## src/rtl/riscv_imm_pkg.sv

```systemverilog
// Shared RV32I immediate format and encoder error codes, common to the encoder and the decode extend logic.
package riscv_imm_pkg;

   localparam logic [2:0] IMM_I = 3'b000;
   localparam logic [2:0] IMM_S = 3'b001;
   localparam logic [2:0] IMM_J = 3'b010;
   localparam logic [2:0] IMM_B = 3'b011;
   localparam logic [2:0] IMM_U = 3'b100;

   localparam logic [1:0] ERR_NONE  = 2'd0;
   localparam logic [1:0] ERR_RANGE = 2'd1;
   localparam logic [1:0] ERR_ALIGN = 2'd2;
   localparam logic [1:0] ERR_FMT   = 2'd3;

   typedef struct packed {
      logic [2:0]  imm_src;
      logic [6:0]  opcode;
      logic [4:0]  rd;
      logic [4:0]  rs1;
      logic [4:0]  rs2;
      logic [2:0]  funct3;
      logic [31:0] imm;
   } imm_req_t;

endpackage

```

## src/rtl/imm_field_pack.sv

```systemverilog
// Combinational packing of an immediate request into an RV32I word, with range/alignment/format checks.
// Zero latency; no flow control of its own.
module imm_field_pack
   import riscv_imm_pkg::*;
(
   input  imm_req_t    req,
   output logic [31:0] instr,
   output logic [1:0]  err
);

   logic range_bad;
   logic align_bad;
   logic fmt_bad;

   always_comb begin
      instr     = '0;
      range_bad = 1'b0;
      align_bad = 1'b0;
      fmt_bad   = 1'b0;
      case (req.imm_src)
         IMM_I: begin
            instr     = {req.imm[11:0], req.rs1, req.funct3, req.rd, req.opcode};
            range_bad = ~((&req.imm[31:11]) | ~(|req.imm[31:11]));
         end
         IMM_S: begin
            instr     = {req.imm[11:5], req.rs2, req.rs1, req.funct3, req.imm[4:0], req.opcode};
            range_bad = ~((&req.imm[31:11]) | ~(|req.imm[31:11]));
         end
         IMM_B: begin
            instr     = {req.imm[12], req.imm[10:5], req.rs2, req.rs1, req.funct3,
                         req.imm[4:1], req.imm[11], req.opcode};
            range_bad = ~((&req.imm[31:12]) | ~(|req.imm[31:12]));
            align_bad = req.imm[0];
         end
         IMM_U: begin
            instr     = {req.imm[31:12], req.rd, req.opcode};
            range_bad = |req.imm[11:0];
         end
         IMM_J: begin
            instr     = {req.imm[20], req.imm[10:1], req.imm[11], req.imm[19:12], req.rd, req.opcode};
            range_bad = ~((&req.imm[31:20]) | ~(|req.imm[31:20]));
            align_bad = req.imm[0];
         end
         default: begin
            fmt_bad = 1'b1;
         end
      endcase
   end

   // Bad format outranks range, which outranks misalignment.
   assign err = fmt_bad   ? ERR_FMT   :
                range_bad ? ERR_RANGE :
                align_bad ? ERR_ALIGN : ERR_NONE;

endmodule

```

## src/rtl/imm_instr_encoder.sv

```systemverilog
// Two-stage RV32I instruction encoder, 2-cycle latency, 1/cycle throughput; holds up to 2 requests under
// out_ready backpressure. Define IMM_ENC_ERR_COUNT_EN to add the saturating err_cnt output.
module imm_instr_encoder
   import riscv_imm_pkg::*;
(
   input  logic        clk,
   input  logic        rst,
   input  logic        in_valid,
   output logic        in_ready,
   input  logic [2:0]  imm_src,
   input  logic [6:0]  opcode,
   input  logic [4:0]  rd,
   input  logic [4:0]  rs1,
   input  logic [4:0]  rs2,
   input  logic [2:0]  funct3,
   input  logic [31:0] imm,
   output logic        out_valid,
   input  logic        out_ready,
   output logic [31:0] instr,
   output logic [1:0]  err
`ifdef IMM_ENC_ERR_COUNT_EN
   ,
   output logic [15:0] err_cnt
`endif
);

   imm_req_t    s1_req;
   logic        s1_valid;
   logic        s2_valid;
   logic        s2_load;
   logic        in_fire;
   logic        out_fire;
   logic [31:0] pk_instr;
   logic [1:0]  pk_err;

   assign s2_load   = s1_valid & (~s2_valid | out_ready);
   assign in_ready  = ~s1_valid | (~s2_valid | out_ready);
   assign in_fire   = in_valid & in_ready;
   assign out_fire  = s2_valid & out_ready;
   assign out_valid = s2_valid;

   imm_field_pack u_pack (
      .req   (s1_req),
      .instr (pk_instr),
      .err   (pk_err)
   );

   always_ff @(posedge clk or posedge rst) begin
      if (rst) begin
         s1_valid <= 1'b0;
         s1_req   <= '0;
      end else if (in_fire) begin
         s1_valid <= 1'b1;
         s1_req   <= '{imm_src: imm_src, opcode: opcode, rd: rd, rs1: rs1,
                       rs2: rs2, funct3: funct3, imm: imm};
      end else if (s2_load) begin
         s1_valid <= 1'b0;
      end
   end

   // S2 only reloads when empty or draining, so instr/err hold steady while stalled.
   always_ff @(posedge clk or posedge rst) begin
      if (rst) begin
         s2_valid <= 1'b0;
         instr    <= '0;
         err      <= ERR_NONE;
      end else if (s2_load) begin
         s2_valid <= 1'b1;
         instr    <= pk_instr;
         err      <= pk_err;
      end else if (out_fire) begin
         s2_valid <= 1'b0;
      end
   end

`ifdef IMM_ENC_ERR_COUNT_EN
   always_ff @(posedge clk or posedge rst) begin
      if (rst) begin
         err_cnt <= '0;
      end else if (out_fire && (err != ERR_NONE) && (err_cnt != 16'hFFFF)) begin
         err_cnt <= err_cnt + 16'd1;
      end
   end
`endif

endmodule

```

## config.mk

```make
export PLATFORM = sky130hd
export DESIGN_NAME = imm_instr_encoder
export DESIGN_NICKNAME = d
export VERILOG_FILES = /design/src/rtl/riscv_imm_pkg.sv /design/src/rtl/imm_field_pack.sv /design/src/rtl/imm_instr_encoder.sv
export SDC_FILE = /design/constraint.sdc
export NUM_CORES = 1
export LEC_CHECK = 0
export BUFFER_PORTS_ARGS = -buffer_cell sky130_fd_sc_hd__buf_2
export CAP_MARGIN = 20
export CELL_PAD_IN_SITES_DETAIL_PLACEMENT = 1
export CELL_PAD_IN_SITES_GLOBAL_PLACEMENT = 2
export CORE_MARGIN = 4
export CORE_UTILIZATION = 40
export CTS_BUF_LIST = sky130_fd_sc_hd__clkbuf_4 sky130_fd_sc_hd__clkbuf_8 sky130_fd_sc_hd__clkbuf_16
export DETAILED_ROUTE_END_ITERATION = 8
export GPL_TIMING_DRIVEN = 1
export HOLD_SLACK_MARGIN = 0.08
export PLACE_DENSITY = 0.83
export SYNTH_ARGS = -nofsm -noshare
export SYNTH_HDL_FRONTEND = slang
export SYNTH_HIERARCHICAL = 1
export SYNTH_SLANG_ARGS = --single-unit
```

## constraint.sdc

```tcl
create_clock -name clk -period 4.7 [get_ports clk]
set_input_delay 0.705 -clock clk [delete_from_list [all_inputs] [get_ports clk]]
set_output_delay 0.705 -clock clk [all_outputs]
set_load 0.05 [all_outputs]
```

After elaboration in Yosys (flattened, before gate mapping)
Cells that the tools add are included.
Widths: inputs -> output; s select.
{"block": "word_totals", "out_inout_bits": 36, "register_bits": 96}
{"block": "op_classes", "eq_ne": 4, "n_reduce_logical": 13, "mux": 10, "bitwise": 16}
{"op": "$pmux 32 s5", "n": 1}
{"op": "$reduce_or 12->1", "n": 2}
{"op": "$reduce_and 21->1", "n": 1}
{"op": "$reduce_or 21->1", "n": 1}
{"op": "$reduce_and 20->1", "n": 1}
{"op": "$reduce_or 20->1", "n": 1}
{"op": "$reduce_and 12->1", "n": 1}
{"op": "$not 1->1", "n": 8}
{"op": "$eq 3x2->1 const B", "n": 2}
{"op": "$mux 2", "n": 3}
{"op": "$mux 1", "n": 5}
{"op": "$or 1x1->1", "n": 5}
{"op": "$reduce_or 5->1", "n": 1}
{"op": "$pmux 1 s4", "n": 1}
{"op": "$reduce_bool 2->1", "n": 2}
{"op": "$reduce_or 2->1", "n": 2}
{"op": "$and 1x1->1", "n": 3}
{"op": "$eq 3x1->1 const B", "n": 1}
{"op": "$eq 3x3->1 const B", "n": 1}
{"op": "$logic_not 3->1", "n": 1}

Depth between registers and ports, before layout
{"block": "logic_depth", "ltp_word": 7, "depth_mapped": 7, "ltp_nobuf": 6}

Modules after synthesis
Netlist, hierarchy kept.
{"mod": "imm_instr_encoder", "area_each_um2": 3908.7, "n_inst": 1, "seq_area_each_um2": 2402.3, "cells_per_inst": 206}
{"mod": "imm_field_pack", "area_each_um2": 691.9, "n_inst": 1, "seq_area_each_um2": 0.0, "cells_per_inst": 118}

Least setup slack after synthesis
OpenSTA, ideal clock, no wires.
{"block": "synth_path", "path_type": "input to register", "start": "input out_ready", "end": "register s1_req[0] (netlist bit)", "required_ps": 4575, "stages": 4, "path_slack_ps": 2927, "arrival_ps": 1648, "cell_sequence": "nand3b_4 nand2_8 buf_12 mux2_4"}
{"block": "synth_between", "elab_chain_len": 3}
{"element": "start: declaration", "line": "imm_instr_encoder.sv:18", "text": "input logic out_ready,"}
{"element": "$or 1x1->1 (2 in a row)", "line": "imm_instr_encoder.sv:37", "text": "assign in_ready = ~s1_valid | (~s2_valid | out_ready);"}
{"element": "$and 1x1->1", "line": "imm_instr_encoder.sv:38", "text": "assign in_fire = in_valid & in_ready;"}
{"element": "end signal: assignment", "line": "imm_instr_encoder.sv:54", "text": "s1_req <= '{imm_src: imm_src, opcode: opcode, rd: rd, rs1: rs1,"}
{"element": "end: declaration", "line": "imm_instr_encoder.sv:27", "text": "imm_req_t s1_req;"}
Every way passes these cells.
A chain may end at the register's enable or synchronous reset.

Worst setup path in the final report
{"block": "layout_path", "start": "register s1_req[59] (netlist bit)", "end": "register instr[3]"}
{"block": "layout_between", "elab_chain_len": 2, "word_cells_on_any_way": 6, "classes_between": "eq/ne (4); mux (1); reduce/logical (1)"}
{"element": "$eq 3x2->1, or another cell as far along", "line": "imm_field_pack.sv:20", "text": "case (req.imm_src)"}
{"element": "$pmux 32 s5 (*)", "line": "imm_field_pack.sv:20"}
{"element": "named net pk_instr[3]", "line": "imm_instr_encoder.sv:33", "text": "logic [31:0] pk_instr;"}
{"element": "end signal: assignment", "line": "imm_instr_encoder.sv:69", "text": "instr <= pk_instr;"}
{"element": "end: declaration", "line": "imm_instr_encoder.sv:19", "text": "output logic [31:0] instr,"}
Mark *: on every way through the listed nets, which the timed path passes. The rest lies on a longest branch.

==> run_results.csv <==
group,metric,value,unit
detailed_routing,routedWlPerCell,18.8,um
clock_tree,hold_buffers,0,
detailed_routing,drtIter0Drc,124,
grt,grt_pass1_wl,17000,um
synth,ys_seq_area_share,52.2,%
clock_tree,cts_setup_buffers,0,
clock_tree,tritoncts,"done",
grt,grt_pass1_vias,3108,
timing,whs,0.503,ns
grt,grt-ovfl-total,0,
timing,fin_worst_skew,0.00787,ns
die,start_util,41.7,%
synth,synth_area_leader_cell,"dfrtp_1",
grt,antenna_found_initial,0,
synth,synth_seq_cells,96,
clock_tree,cts_sinks,96,
timing,relSlewSlack,35.9,%
synth,ys_warn_count,6,
clock_tree,post_cts_resized,0,
synth,synth_edf_count,0,
detailed_routing,via_per_inst,5.14,
pwr,p_leak,2.66,nW
timing,period_needed,2.31,ns
die,die_area,0.0133,sq mm
die,core_area,0.0110,sq mm
timing,hold_viol,0,
final_layout,syn2layout_area_growth,17.1,%
worst_setup_path,start_kind,"flop",
worst_hold_path,hold_class,"reg2reg",
synth,synth_cells,324,
detailed_routing,ant_nets,0,
final_layout,final_nets,484,
timing,setup_ws,2.39,ns
synth,synth.most_common_cell,"dfrtp_1",
timing,tns,0,ns
grt,grt_max_degree,66,
synth,syn_nets,388,
clock_tree,htree_levels,3,
clock_tree,cts_buffers,9,
worst_setup_path,endpoint_kind,"flop",
pwr,power_density,504,mW/mm^2
synth,synthTopCellsByCount,"dfrtp_1 (96), mux2_4 (60), mux2_2 (34), o21ai_0 (14), a22o_1 (12)",
worst_setup_path,critPathMaxFanout,32,
detailed_routing,dr.pass1.iters,4,
die,ioPinCount,100,
clock_tree,clk_path_buf_depth,2,
worst_setup_path,critPathMaxStageDelay,0.97,ns
detailed_routing,num_vias,2906,
synth,syn_avg_cell_area,14.2,sq um
synth,synth_top_area_share,52.2,%
grt,grt_usage,16.9,%
timing,rsz0062_at_grt,"false",
final_layout,fin_util,48.8,%
final_layout,antenna-diode-count,0,
placed_design,gp_congestion,0.761,
worst_setup_path,cp.arrival,2.54,ns
die,placementRows,38,
timing,max_freq,0.433,GHz
placed_design,post-place-ws,2.39,ns
worst_setup_path,required,4.93,ns
detailed_routing,wl,10600,um
run,drv_cap,0,
timing,worstMarginPinSlew,0.961,ns
worst_setup_path,crit_slowest_cell,"dfrtp_1",
placed_design,numPortBuffers,99,
worst_setup_path,crit_type,"reg2reg",
pwr,ir_drop,212,uV
synth,yosys_most_used_dff,"dfrtp_1",
die,fp.dieH,115,um
clock_tree,clk_latency,0.34,ns
synth,async_flop_share,100,%
synth,synth_top_cells_by_area,"dfrtp_1 (52%), mux2_4 (20%), mux2_2 (8.3%)",
die,die_width,115,um
timing,maxSlewViolCount,0,
worst_setup_path,cp_cell_sequence,"o21ai_0 -> and2_1 -> mux2_2",
clock_tree,path_clk_slew,0.07,ns
synth,synthesis.area,0.00460,sq mm
timing,finalSetupViolations,0,
timing,post-route-period-util,49.1,%
run_status,status,"finished, final reports clean",
final_layout,drive_above_1_share,50.8,%
placed_design,hpwl,7570,um
clock_tree,cts-root-buf,"clkbuf_16",
detailed_routing,drc,0,
synth,synth_cell_types,34,
[critical path: cells and delay by family, from the launching register on]
kind / cells / cell delay, ns
compound gates: 1 / 0.61
mux: 1 / 0.26
flops: 1 / 0.97
simple gates: 1 / 0.35
[sequential cells by signal, summed over array words and instances (netlist names)]
| register | count |
|---|---|
| instr | 32 |
| s1_req | 60 |
| err | 2 |
| out_valid | 1 |
| s1_valid | 1 |
[final timing paths]
| path | startpoint | to | slack, ns | cells after the start |
|---|---|---|---|---|
| worst min-delay path | s1_req[52] | s1_req[52] | 0.50 | 1 |
| worst min register to register | s1_req[52] | s1_req[52] | 0.50 | 1 |
| min in group asynchronous | rst | s1_req[40] | 0.52 | 2 |
| max in group asynchronous | rst | s1_req[59] | 3.24 | 3 |
| worst max-delay path | s1_req[59] | instr[3] | 2.39 | 3 |
| worst max register to register | s1_req[59] | instr[3] | 2.39 | 3 |
[where the power goes]
| group | internal [W] | switching [W] | total, W |
|---|---|---|---|
| clock | 0.000394 | 0.000307 | 0.000701 |
| combinational | 0.000331 | 0.000539 | 0.000870 |
| sequential | 0.000994 | 0.000152 | 0.00115 |
| total | 0.00172 | 0.000998 | 0.00272 |
[layer usage]
metal	track usage, %	share of wire, %	vias to the layer above
met5	0	0	-
met1	23.1	45	1458
met2	26.3	48	66
met4	7.28	1.9	0
li1	-	-	1370
met3	3.05	4.9	12
[through the flow]
| stage | total power, W | std cells | area (sq um) |
|---|---|---|---|
| after floorplan | 0.00182 | 324 | 4600 |
| after global placement | 0.00202 | 549 | 5100 |
| after detailed placement | 0.00204 | 549 | 5100 |
| after CTS | 0.00275 | 565 | 5390 |
| after global routing | 0.00285 | 565 | 5390 |
| final | 0.00272 | 565 | 5390 |
[final cells by class]
| type | count | area [sq um] |
|---|---|---|
| Clock buffer | 12 | 260 |
| Clock inverter | 4 | 28.8 |
| Tap cell | 140 | 175 |
| Multi-Input combinational cell | 202 | 1970 |
| Inverter | 11 | 43.8 |
| Fill cell | 1165 | 5640 |
| Timing Repair Buffer | 100 | 503 |
| Sequential cell | 96 | 2400 |
[kinds of logic (layout without fill, tap and decap cells)]
kind of cell	count (synthesis)	count (layout)	share of synthesized area, %
AO/OA/AOI/OAI	44	44	6.34
AND/OR/NAND/NOR	62	62	8.24
multiplexers	96	96	28.3
buffers and inverters	26	127	4.87
flip-flops	96	96	52.2
[placed cells by master, fill, tap and decap left out, drive strengths merged, types with 3 or more instances in the layout]
master  count
nand4       5
clkbuf     12
nand2b      3
a21oi       8
mux2       94
nand2      11
nor2b       9
a31oi       3
dfrtp      96
inv        11
buf       100
o21ai      14
and2        7
nor4       10
a22o       12
nor2        6
nand3       7
(Power assumes the default switching activity.)
